**config.mk**
```make
export PLATFORM = sky130hd
export DESIGN_NAME = mips_store_unit
export DESIGN_NICKNAME = d
export VERILOG_FILES = /design/src/rtl/mips_store_unit.sv
export SDC_FILE = /design/constraint.sdc
export NUM_CORES = 1
export LEC_CHECK = 0
export CORE_MARGIN = 3
export CORE_UTILIZATION = 41
export DETAILED_ROUTE_END_ITERATION = 6
export PLACE_DENSITY = 0.77
export SYNTH_ARGS = -nofsm -noshare
export SYNTH_HDL_FRONTEND = slang
export SYNTH_SLANG_ARGS = --single-unit
```
**constraint.sdc**
```tcl
create_clock -name clk -period 2.4 [get_ports clk]
set_clock_uncertainty 0.2 [all_clocks]
set_input_delay 0.48 -clock clk [delete_from_list [all_inputs] [get_ports clk]]
set_output_delay 0.48 -clock clk [all_outputs]
set_load 0.02 [all_outputs]
```
**src/rtl/mips_store_unit.sv**
```systemverilog
// -----------------------------------------------------------------------------
// mips_store_unit
//
// Store path of the 32-bit MIPS datapath. Accepts SB/SH/SW requests from the
// MEM stage and writes them to a word-wide data memory without byte enables.
// Word stores are written directly; byte and halfword stores truncate the
// register value and merge it into the addressed word by read-modify-write.
// Byte order is big-endian (offset 0 is bits [31:24]).
//
// Ports:
//   clk        in   rising-edge clock
//   reset      in   synchronous, active-high reset
//   st_valid   in   store request, sampled while st_ready = 1
//   st_ready   out  unit idle; request accepted on st_valid && st_ready
//   st_size    in   00 byte, 01 half, 10 word, 11 illegal
//   st_addr    in   byte address
//   st_data    in   rt register value
//   mem_addr   out  word address, bits [1:0] always 0
//   mem_re     out  memory read strobe
//   mem_rdata  in   read data, valid the cycle after mem_re
//   mem_we     out  memory write strobe
//   mem_wdata  out  full word to write
//   st_done    out  one-cycle pulse on the cycle the write is issued
//   st_err     out  one-cycle pulse on a rejected request
//
// Configuration macro: STORE_MISALIGN_TRAP_EN
//   defined   : misaligned half/word stores are rejected through st_err.
//   undefined : offending low address bits are ignored and the store proceeds.
//   st_size = 11 is always rejected.
//
// All outputs are registered: each output register is loaded with the value
// belonging to the state the FSM enters at the same edge.
// -----------------------------------------------------------------------------
module mips_store_unit (
   input  logic        clk,
   input  logic        reset,
   input  logic        st_valid,
   output logic        st_ready,
   input  logic [1:0]  st_size,
   input  logic [31:0] st_addr,
   input  logic [31:0] st_data,
   output logic [31:0] mem_addr,
   output logic        mem_re,
   input  logic [31:0] mem_rdata,
   output logic        mem_we,
   output logic [31:0] mem_wdata,
   output logic        st_done,
   output logic        st_err
);

   localparam logic [2:0] S_IDLE  = 3'd0;
   localparam logic [2:0] S_READ  = 3'd1;
   localparam logic [2:0] S_MERGE = 3'd2;
   localparam logic [2:0] S_WRITE = 3'd3;
   localparam logic [2:0] S_ERR   = 3'd4;

   localparam logic [1:0] SZ_BYTE = 2'b00;
   localparam logic [1:0] SZ_HALF = 2'b01;
   localparam logic [1:0] SZ_WORD = 2'b10;

`ifdef STORE_MISALIGN_TRAP_EN
   localparam logic TRAP_EN = 1'b1;
`else
   localparam logic TRAP_EN = 1'b0;
`endif

   // Replace one big-endian lane of a word with the narrowed store data.
   function automatic logic [31:0] merge_lane(
      input logic [31:0] word,
      input logic        is_half,
      input logic [1:0]  off,
      input logic [15:0] lane
   );
      logic [31:0] merged;
      merged = word;
      if (is_half) begin
         if (off[1]) begin
            merged[15:0] = lane;
         end else begin
            merged[31:16] = lane;
         end
      end else begin
         case (off)
            2'd0:    merged[31:24] = lane[7:0];
            2'd1:    merged[23:16] = lane[7:0];
            2'd2:    merged[15:8]  = lane[7:0];
            default: merged[7:0]   = lane[7:0];
         endcase
      end
      return merged;
   endfunction

   logic [2:0]  state_r;
   logic [2:0]  state_nx_s;
   logic        half_r;
   logic        half_nx_s;
   logic [1:0]  off_r;
   logic [1:0]  off_nx_s;
   logic [15:0] lane_r;
   logic [15:0] lane_nx_s;

   logic        st_ready_r;
   logic        mem_re_r;
   logic        mem_we_r;
   logic        st_done_r;
   logic        st_err_r;
   logic [31:0] mem_addr_r;
   logic [31:0] mem_wdata_r;

   logic        mem_re_nx_s;
   logic        mem_we_nx_s;
   logic        st_done_nx_s;
   logic        st_err_nx_s;
   logic [31:0] mem_addr_nx_s;
   logic [31:0] mem_wdata_nx_s;

   logic        illegal_s;
   logic [1:0]  eff_off_s;

   // Classify the incoming request and compute the lane offset actually used.
   always_comb begin
      illegal_s = 1'b0;
      eff_off_s = st_addr[1:0];
      case (st_size)
         SZ_BYTE: begin
            illegal_s = 1'b0;
            eff_off_s = st_addr[1:0];
         end
         SZ_HALF: begin
            // Halfword lane is selected by addr[1] alone; addr[0] is either
            // trapped or ignored.
            illegal_s = TRAP_EN & st_addr[0];
            eff_off_s = {st_addr[1], 1'b0};
         end
         SZ_WORD: begin
            illegal_s = TRAP_EN & (st_addr[1:0] != 2'b00);
            eff_off_s = 2'b00;
         end
         default: begin
            illegal_s = 1'b1;
            eff_off_s = 2'b00;
         end
      endcase
   end

   // Next-state and next-output logic for the store sequencer.
   always_comb begin
      state_nx_s     = state_r;
      half_nx_s      = half_r;
      off_nx_s       = off_r;
      lane_nx_s      = lane_r;
      mem_re_nx_s    = 1'b0;
      mem_we_nx_s    = 1'b0;
      st_done_nx_s   = 1'b0;
      st_err_nx_s    = 1'b0;
      mem_addr_nx_s  = mem_addr_r;
      mem_wdata_nx_s = mem_wdata_r;
      case (state_r)
         S_IDLE: begin
            if (st_valid) begin
               half_nx_s = (st_size == SZ_HALF);
               off_nx_s  = eff_off_s;
               lane_nx_s = st_data[15:0];
               if (illegal_s) begin
                  state_nx_s  = S_ERR;
                  st_err_nx_s = 1'b1;
               end else if (st_size == SZ_WORD) begin
                  state_nx_s     = S_WRITE;
                  mem_we_nx_s    = 1'b1;
                  st_done_nx_s   = 1'b1;
                  mem_addr_nx_s  = {st_addr[31:2], 2'b00};
                  mem_wdata_nx_s = st_data;
               end else begin
                  state_nx_s    = S_READ;
                  mem_re_nx_s   = 1'b1;
                  mem_addr_nx_s = {st_addr[31:2], 2'b00};
               end
            end else begin
               state_nx_s = S_IDLE;
            end
         end
         S_READ: begin
            // Read data arrives during MERGE.
            state_nx_s = S_MERGE;
         end
         S_MERGE: begin
            // mem_wdata doubles as the merge register.
            state_nx_s     = S_WRITE;
            mem_we_nx_s    = 1'b1;
            st_done_nx_s   = 1'b1;
            mem_wdata_nx_s = merge_lane(mem_rdata, half_r, off_r, lane_r);
         end
         S_WRITE: begin
            state_nx_s = S_IDLE;
         end
         S_ERR: begin
            state_nx_s = S_IDLE;
         end
         default: begin
            state_nx_s = S_IDLE;
         end
      endcase
   end

   // State, latched request and registered outputs.
   always_ff @(posedge clk) begin
      if (reset) begin
         state_r     <= S_IDLE;
         half_r      <= 1'b0;
         off_r       <= 2'b00;
         lane_r      <= 16'h0000;
         st_ready_r  <= 1'b1;
         mem_re_r    <= 1'b0;
         mem_we_r    <= 1'b0;
         st_done_r   <= 1'b0;
         st_err_r    <= 1'b0;
         mem_addr_r  <= 32'h0000_0000;
         mem_wdata_r <= 32'h0000_0000;
      end else begin
         state_r     <= state_nx_s;
         half_r      <= half_nx_s;
         off_r       <= off_nx_s;
         lane_r      <= lane_nx_s;
         st_ready_r  <= (state_nx_s == S_IDLE);
         mem_re_r    <= mem_re_nx_s;
         mem_we_r    <= mem_we_nx_s;
         st_done_r   <= st_done_nx_s;
         st_err_r    <= st_err_nx_s;
         mem_addr_r  <= mem_addr_nx_s;
         mem_wdata_r <= mem_wdata_nx_s;
      end
   end

   assign st_ready  = st_ready_r;
   assign mem_re    = mem_re_r;
   assign mem_we    = mem_we_r;
   assign st_done   = st_done_r;
   assign st_err    = st_err_r;
   assign mem_addr  = mem_addr_r;
   assign mem_wdata = mem_wdata_r;

endmodule
```
==> results.txt, run 1 <==
Ports: 170
Final instance area: 0.005658 sq mm
Initial core utilization: 42.32%
Synth warnings: 0
Residual DRC: 0
Fmax: 0.4530 GHz
CTS tree: done
# placed instances: 699
Post-synthesis simple-gate area fraction: 20.95%
Die span in x: 101.1 um
CP required: 2430 ps
Final setup vio count: 0
Post-Syn Area: 0.003709 sq mm
Clock Root Buffer: clkbuf_8
Maximum Capacitance Violations: 0
Die area: 0.01022 sq mm
Final period util: 91.99%
TNS Setup: 0 ps
Slew Limit Fails: 0
Sequential share of the synthesized area: 47.50%
Crit path max fanout: 13
Compound-cell area share of the yosys netlist: 22.98%
First-pass GRT wire length: 17330 um
Syn-to-layout area delta: 52.56%
Crit end category: flip-flop
WL per Instance: 15.49 um
Critical Path Stages: 4
Post-synthesis mux area share: 2.159%
CTS Sinks: 88
Synth Instances: 449
CP Capture Point: mem_wdata[5]
RSZ-0062 raised after global routing: false
Static Leak: 2.088 nW
Crit-path slowest cell: o21ai_1
Beginning of the critical path: off_r[0]
Pre-CTS setup slack: -19.47 ps
Initial DRC Count: 152
Hold_buf cts: 0
Adder-cell share of the synthesized area: 0%
Rows: 34
CP max stage delay: 830 ps
Final min period: 2208 ps
Vias post-DR: 3790
Synth Flop Type: dfxtp_1
Placed inst area: 0.005429 sq mm
Relative slew margins: 32.79%
Worst-skew pair later-pin latency: 350 ps
ANT nets after route: 0
Post-DP HPWL: 8249 um
Outcome: complete, no violations
Post-synth EDFFs: 0
Total grt overflow: 0
Synth area leaders: dfxtp_1 (48%), nand2_1 (14%), a21oi_1 (7.8%)
Vias in the first global route: 3647
Synth Area in XOR/XNOR: 0%
Tot GR Track Use: 21.14%
Setup CP Type: flip-flop to flip-flop
Post-CTS Repair Setup Buffers: 0
FF+latch count, synth: 88
Total wire length: 11080 um
First-pass iteration count of the detailed router: 5
Largest family of logic cells by synthesized area: compound AO/OA/AOI/OAI gates
Post-CTS Resized: 0
Cell area power density: 676.8 mW/mm^2
Top post-synthesis cells by count: nand2_1 (137), dfxtp_1 (88), a21oi_1 (58)
Tightest Hold Check Type: input pin to flip-flop
Fin. Hold Viols: 0
Flop2flop setup slack: 190 ps
Ys async rst share: 0%
Slew at the pin closest to its max-slew limit: 1001 ps
Yosys cell types: 38
DR vias/cell: 5.301
Clock Pin Slew Worst Setup and Hold Paths: 80 ps
Crit path DAT: 2240 ps
RR Endpoint: mem_wdata[5]
Ant diodes: 0
Finished Layout Cells: 715
Count leader, synth: nand2_1
Reg-to-reg startpoint: off_r[0]
Yosys top cell area share: 47.50%
CTS buffer count: 9
Die height: 101.1 um
Syn avg cell area: 8.260 sq um
Largest net degree at the start of global routing: 42
RePlAce Congestion: 0.8176
Antenna violations before repair: 0
CP top delay family: compound AO/OA/AOI/OAI gates
Core area: 0.008763 sq mm
Post-route setup slack: 192.3 ps
Final net count: 703
Share of layout cells above drive strength 1: 6.260%
CP Launch Type: flip-flop
Worst path bufs/invs: 0
Clock Path Buffers: 2
Worst reg-to-reg path cell count: 4
H-tree depth: 3
Cell Chain, Critical Path: o21ai_1 > mux2i_1 > nor2_1 > a221o_1
Largest area contributor in the netlist: dfxtp_1
IO buf count: 167
Pwr Total: 0.003829 W
VDD IR max: 0.3616 mV
==> kinds of logic (layout without fill, tap and decap cells) <==
| logic type | count (synthesis) | count (layout) |
|---|---|---|
| AND/OR/NAND/NOR | 189 | 189 |
| multiplexers | 8 | 8 |
| AO/OA/AOI/OAI | 122 | 122 |
| buffers and inverters | 41 | 198 |
| other | 1 | 2 |
| flip-flops | 88 | 88 |
==> state kept, by name, summed over array words and instances (netlist names) <==
register,flops
half_r,1
lane_r,16
mem_addr,30
mem_re,1
mem_wdata,32
off_r,2
st_done,1
st_err,1
st_ready,1
state_r,3
==> layout make-up <==
cell class	count	area [sq um]
clock inverters	6	91.34
multi-input cells	321	1723
clock buffers	10	137.6
flip-flops and latches	88	1762
repair buffers	180	1802
fillers	752	3105
well taps	108	135.1
inverters	2	7.507
==> worst min-delay path by stage <==
stage	cells after the start	from	slack (ps)	end
floorplan	2	lane_r[10]	240	lane_r[10]
global placement	2	mem_addr[8]	240	mem_addr[8]
detailed placement	2	lane_r[10]	250	lane_r[10]
CTS	3	reset	230	st_ready
global route	2	mem_addr[22]	270	mem_addr[22]
finish	3	reset	250	st_ready
==> worst register-to-register path: stages, from the launching register on <==
cell and delay [ps]:
dfxtp_1 430, o21ai_1 830, mux2i_1 300, nor2_1 70
a221o_1 280
==> power by group <==
group / internal, W / leakage (nW) / switching [W]
logic: 0.000493 / 1.26 / 0.000498
registers: 0.00159 / 0.721 / 0.0000885
clock network: 0.000619 / 0.105 / 0.000536
==> layer usage <==
metal | share of wire, % | track usage [%] | vias to the layer above
li1 | - | - | 1869
met1 | 41 | 26.52 | 1722
met2 | 46 | 32.95 | 184
met3 | 12 | 8.304 | 15
met4 | 1.4 | 7.771 | 0
met5 | 0 | 0 | -
==> metrics by stage <==
step	hold slack, ps	util, %
finish	248.1	64.56
global route	269.0	64.56
CTS	230.0	64.56
detailed placement	247.2	61.95
global placement	241.7	61.95
floorplan	236.4	-
==> cell usage in the layout, fill, tap and decap left out, types with 2 or more instances in the layout <==
cell type | netlist | routed
conb_1 | 1 | 2
nand3b_1 | 2 | 2
nor2b_1 | 2 | 2
clkinvlp_4 | 0 | 3
dfxtp_1 | 88 | 88
buf_4 | 4 | 10
a21oi_1 | 58 | 58
clkdlybuf4s50_1 | 0 | 166
nand2_1 | 137 | 137
o21ai_0 | 8 | 8
a311oi_1 | 16 | 16
mux2i_1 | 8 | 8
clkbuf_8 | 0 | 10
bufinv_16 | 0 | 2
nor3_1 | 3 | 3
nor4b_2 | 1 | 2
buf_12 | 0 | 3
o221ai_1 | 16 | 16
nor2_1 | 36 | 36
a221o_1 | 16 | 16
(Power assumes the default switching activity.)
==> inputs of run 2 (changes only) <==
--- a/config.mk
+++ b/config.mk
@@ -5,10 +5,13 @@
 export SDC_FILE = /design/constraint.sdc
 export NUM_CORES = 1
 export LEC_CHECK = 0
+export CAP_MARGIN = 0
 export CORE_MARGIN = 3
 export CORE_UTILIZATION = 41
+export CTS_CLUSTER_DIAMETER = 200
 export DETAILED_ROUTE_END_ITERATION = 6
 export PLACE_DENSITY = 0.77
+export REMOVE_ABC_BUFFERS = 1
 export SYNTH_ARGS = -nofsm -noshare
 export SYNTH_HDL_FRONTEND = slang
 export SYNTH_SLANG_ARGS = --single-unit
==> results.txt, run 2 (synthesis results as in run 1) <==
Register area: 0.001762 sq mm (unchanged)
Slew at the pin closest to its max-slew limit: 713.8 ps (-287.6 ps)
Total wire length: 11080 um (about the same)
Worst-skew pair later-pin latency: 340 ps (about the same)
Psw: 0.001101 W (-1.9%)
H-tree depth: 3 (unchanged)
RePlAce Congestion: 0.7740 (-5.3%)
Tot GR Track Use: 21.56% (+0.42 points)
CTS tree: done
Switching part of the total power: 29.54% (+0.22 points)
Worst reg-to-reg path cell count: 4 (unchanged)
Clock power frac: 28.3% (-1.8 points)
Cell area power density: 661.3 mW/mm^2 (-2.3%)
Static Leak: 2.079 nW (-0.47%)
VDD IR max: 0.4532 mV (+25%)
Share of power burned in registers: 45.0% (+1.0 points)
CP max stage delay: 810 ps (-20 ps)
Number of fillers in the final layout: 738 (-1.9%)
Fmax: 0.4887 GHz (+7.9%)
Final net count: 703 (unchanged)
Post-CTS Resized: 0 (unchanged)
Outcome: complete, no violations
CP Launch Type: flip-flop
Initial core utilization: 42.32% (unchanged)
Syn-to-layout area delta: 51.99%
Post-CTS Repair Setup Buffers: 0 (unchanged)
Setup CP Type: flip-flop to flip-flop
Initial DRC Count: 168 (+11%)
CP top delay family: simple AND/OR/NAND/NOR gates
Residual DRC: 0 (unchanged)
Crit end category: flip-flop
Internal power: 0.002627 W (-3.0%)
Die span in x: 101.1 um (unchanged)
Relative slew margins: 52.41% (+20 points)
Core area: 0.008763 sq mm (unchanged)
Max FFs per register: 32 (unchanged)
Share of layout cells above drive strength 1: 6.096% (-0.16 points)
Antenna violations before repair: 0 (unchanged)
Flop2flop setup slack: 350 ps (+160 ps)
Die height: 101.1 um (unchanged)
Rows: 34 (unchanged)
Post-DP HPWL: 7960 um (-3.5%)
DR vias/cell: 5.206 (-1.8%)
Final min period: 2046 ps (-161.7 ps)
Worst path bufs/invs: 1 (+1)
Clock Root Buffer: clkbuf_8
Hold_buf cts: 0 (unchanged)
Crit path max fanout: 16 (+3)
Fin. Hold Viols: 0 (unchanged)
Commonest non-fill, non-tap cells in the layout: clkdlybuf4s50_1 (166), nand2_1 (137), dfxtp_1 (88), a21oi_1 (58), nor2_1 (36)
Final period util: 85.25% (-6.7 points)
Crit path DAT: 2130 ps (-110 ps)
Die area: 0.01022 sq mm (unchanged)
Critical Path Stages: 4 (unchanged)
First-pass GRT wire length: 17560 um (+1.4%)
Maximum Capacitance Violations: 0 (unchanged)
CP required: 2480 ps (+50 ps)
Area of the multi-input gates: 0.001723 sq mm (unchanged)
Hold Path Depth: 2 (-1)
Final core occ: 64.32% (-0.24 points)
Slew Limit Fails: 0 (unchanged)
ANT nets after route: 0 (unchanged)
WL per Instance: 15.50 um (about the same)
Crit-path slowest cell: or4_1
Cell Chain, Critical Path: inv_1 > or4_1 > a21oi_1 > a221o_1
Largest net degree at the start of global routing: 69 (+64%)
First-pass iteration count of the detailed router: 4 (-1)
Ports: 170 (unchanged)
Pwr Total: 0.003727 W (-2.7%)
Vias post-DR: 3722 (-1.8%)
CTS buffer count: 9 (unchanged)
Total grt overflow: 0 (unchanged)
Commonest non-fill, non-tap cell in the layout: clkdlybuf4s50_1
Final setup vio count: 0 (unchanged)
Vias in the first global route: 3711 (+1.8%)
Ant diodes: 0 (unchanged)
Clock Path Buffers: 2 (unchanged)
Tightest Hold Check Type: input pin to flip-flop
RSZ-0062 raised after global routing: false
IO buf count: 167 (unchanged)
Comb power frac: 26.7% (+0.8 points)
CTS Sinks: 88 (unchanged)
Clock Pin Slew Worst Setup and Hold Paths: 80 ps (about the same)
==> run 2: cell count changes in the layout (fill, tap and decap cells not counted), sizes merged <==
cell    previous run  this run
bufinv             2         1
clkbuf            10        12
inv                2         1
==> run 2: power groups by stage <==
stage	registers [W]	clock network (W)	logic, W
detailed placement	0.00171	0	0.000998
finish	0.00168	0.00106	0.000995
global placement	0.00171	0	0.000983
CTS	0.00168	0.00110	0.00100
floorplan	0.00184	0	0.000318
global route	0.00170	0.00115	0.00108
==> run 2: stage by stage <==
step	TNS [ps]	worst slack [ps]	instance area [sq um]	std cells	hold WS [ps]
CTS	0	359.7	5637	715	222.8
global route	0	241.4	5637	715	239.6
floorplan	-42990	-1276	3486	411	230.3
finish	0	353.9	5637	715	244.4
global placement	0	74.63	5429	699	240.7
detailed placement	0	12.78	5429	699	247.3
==> run 2: cell type report <==
cell class | count | share of cell area [%]
well taps | 108 | 2.397
flip-flops and latches | 88 | 31.25
inverters | 2 | 0.1332
clock inverters | 4 | 0.9323
clock buffers | 12 | 2.752
repair buffers | 180 | 31.96
multi-input cells | 321 | 30.57
==> run 2: final timing paths <==
| path | start | endpoint |
|---|---|---|
| worst max register to register | state_r[1] | mem_wdata[17] |
| worst min-delay path | reset | lane_r[1] |
| worst min register to register | mem_addr[8] | mem_addr[8] |
| worst max-delay path | state_r[1] | mem_wdata[17] |
==> run 2: metal layers <==
layer / vias to the layer above / part of all wire (%) / track usage, % / routed length (um)
met3: 11 / 11 / 8.997 / 1194
met2: 154 / 48 / 35.92 / 5315
met5: - / 0 / 0 / 0
met4: 0 / 1.3 / 6.442 / 148
li1: 1864 / - / - / -
met1: 1693 / 40 / 25.38 / 4422
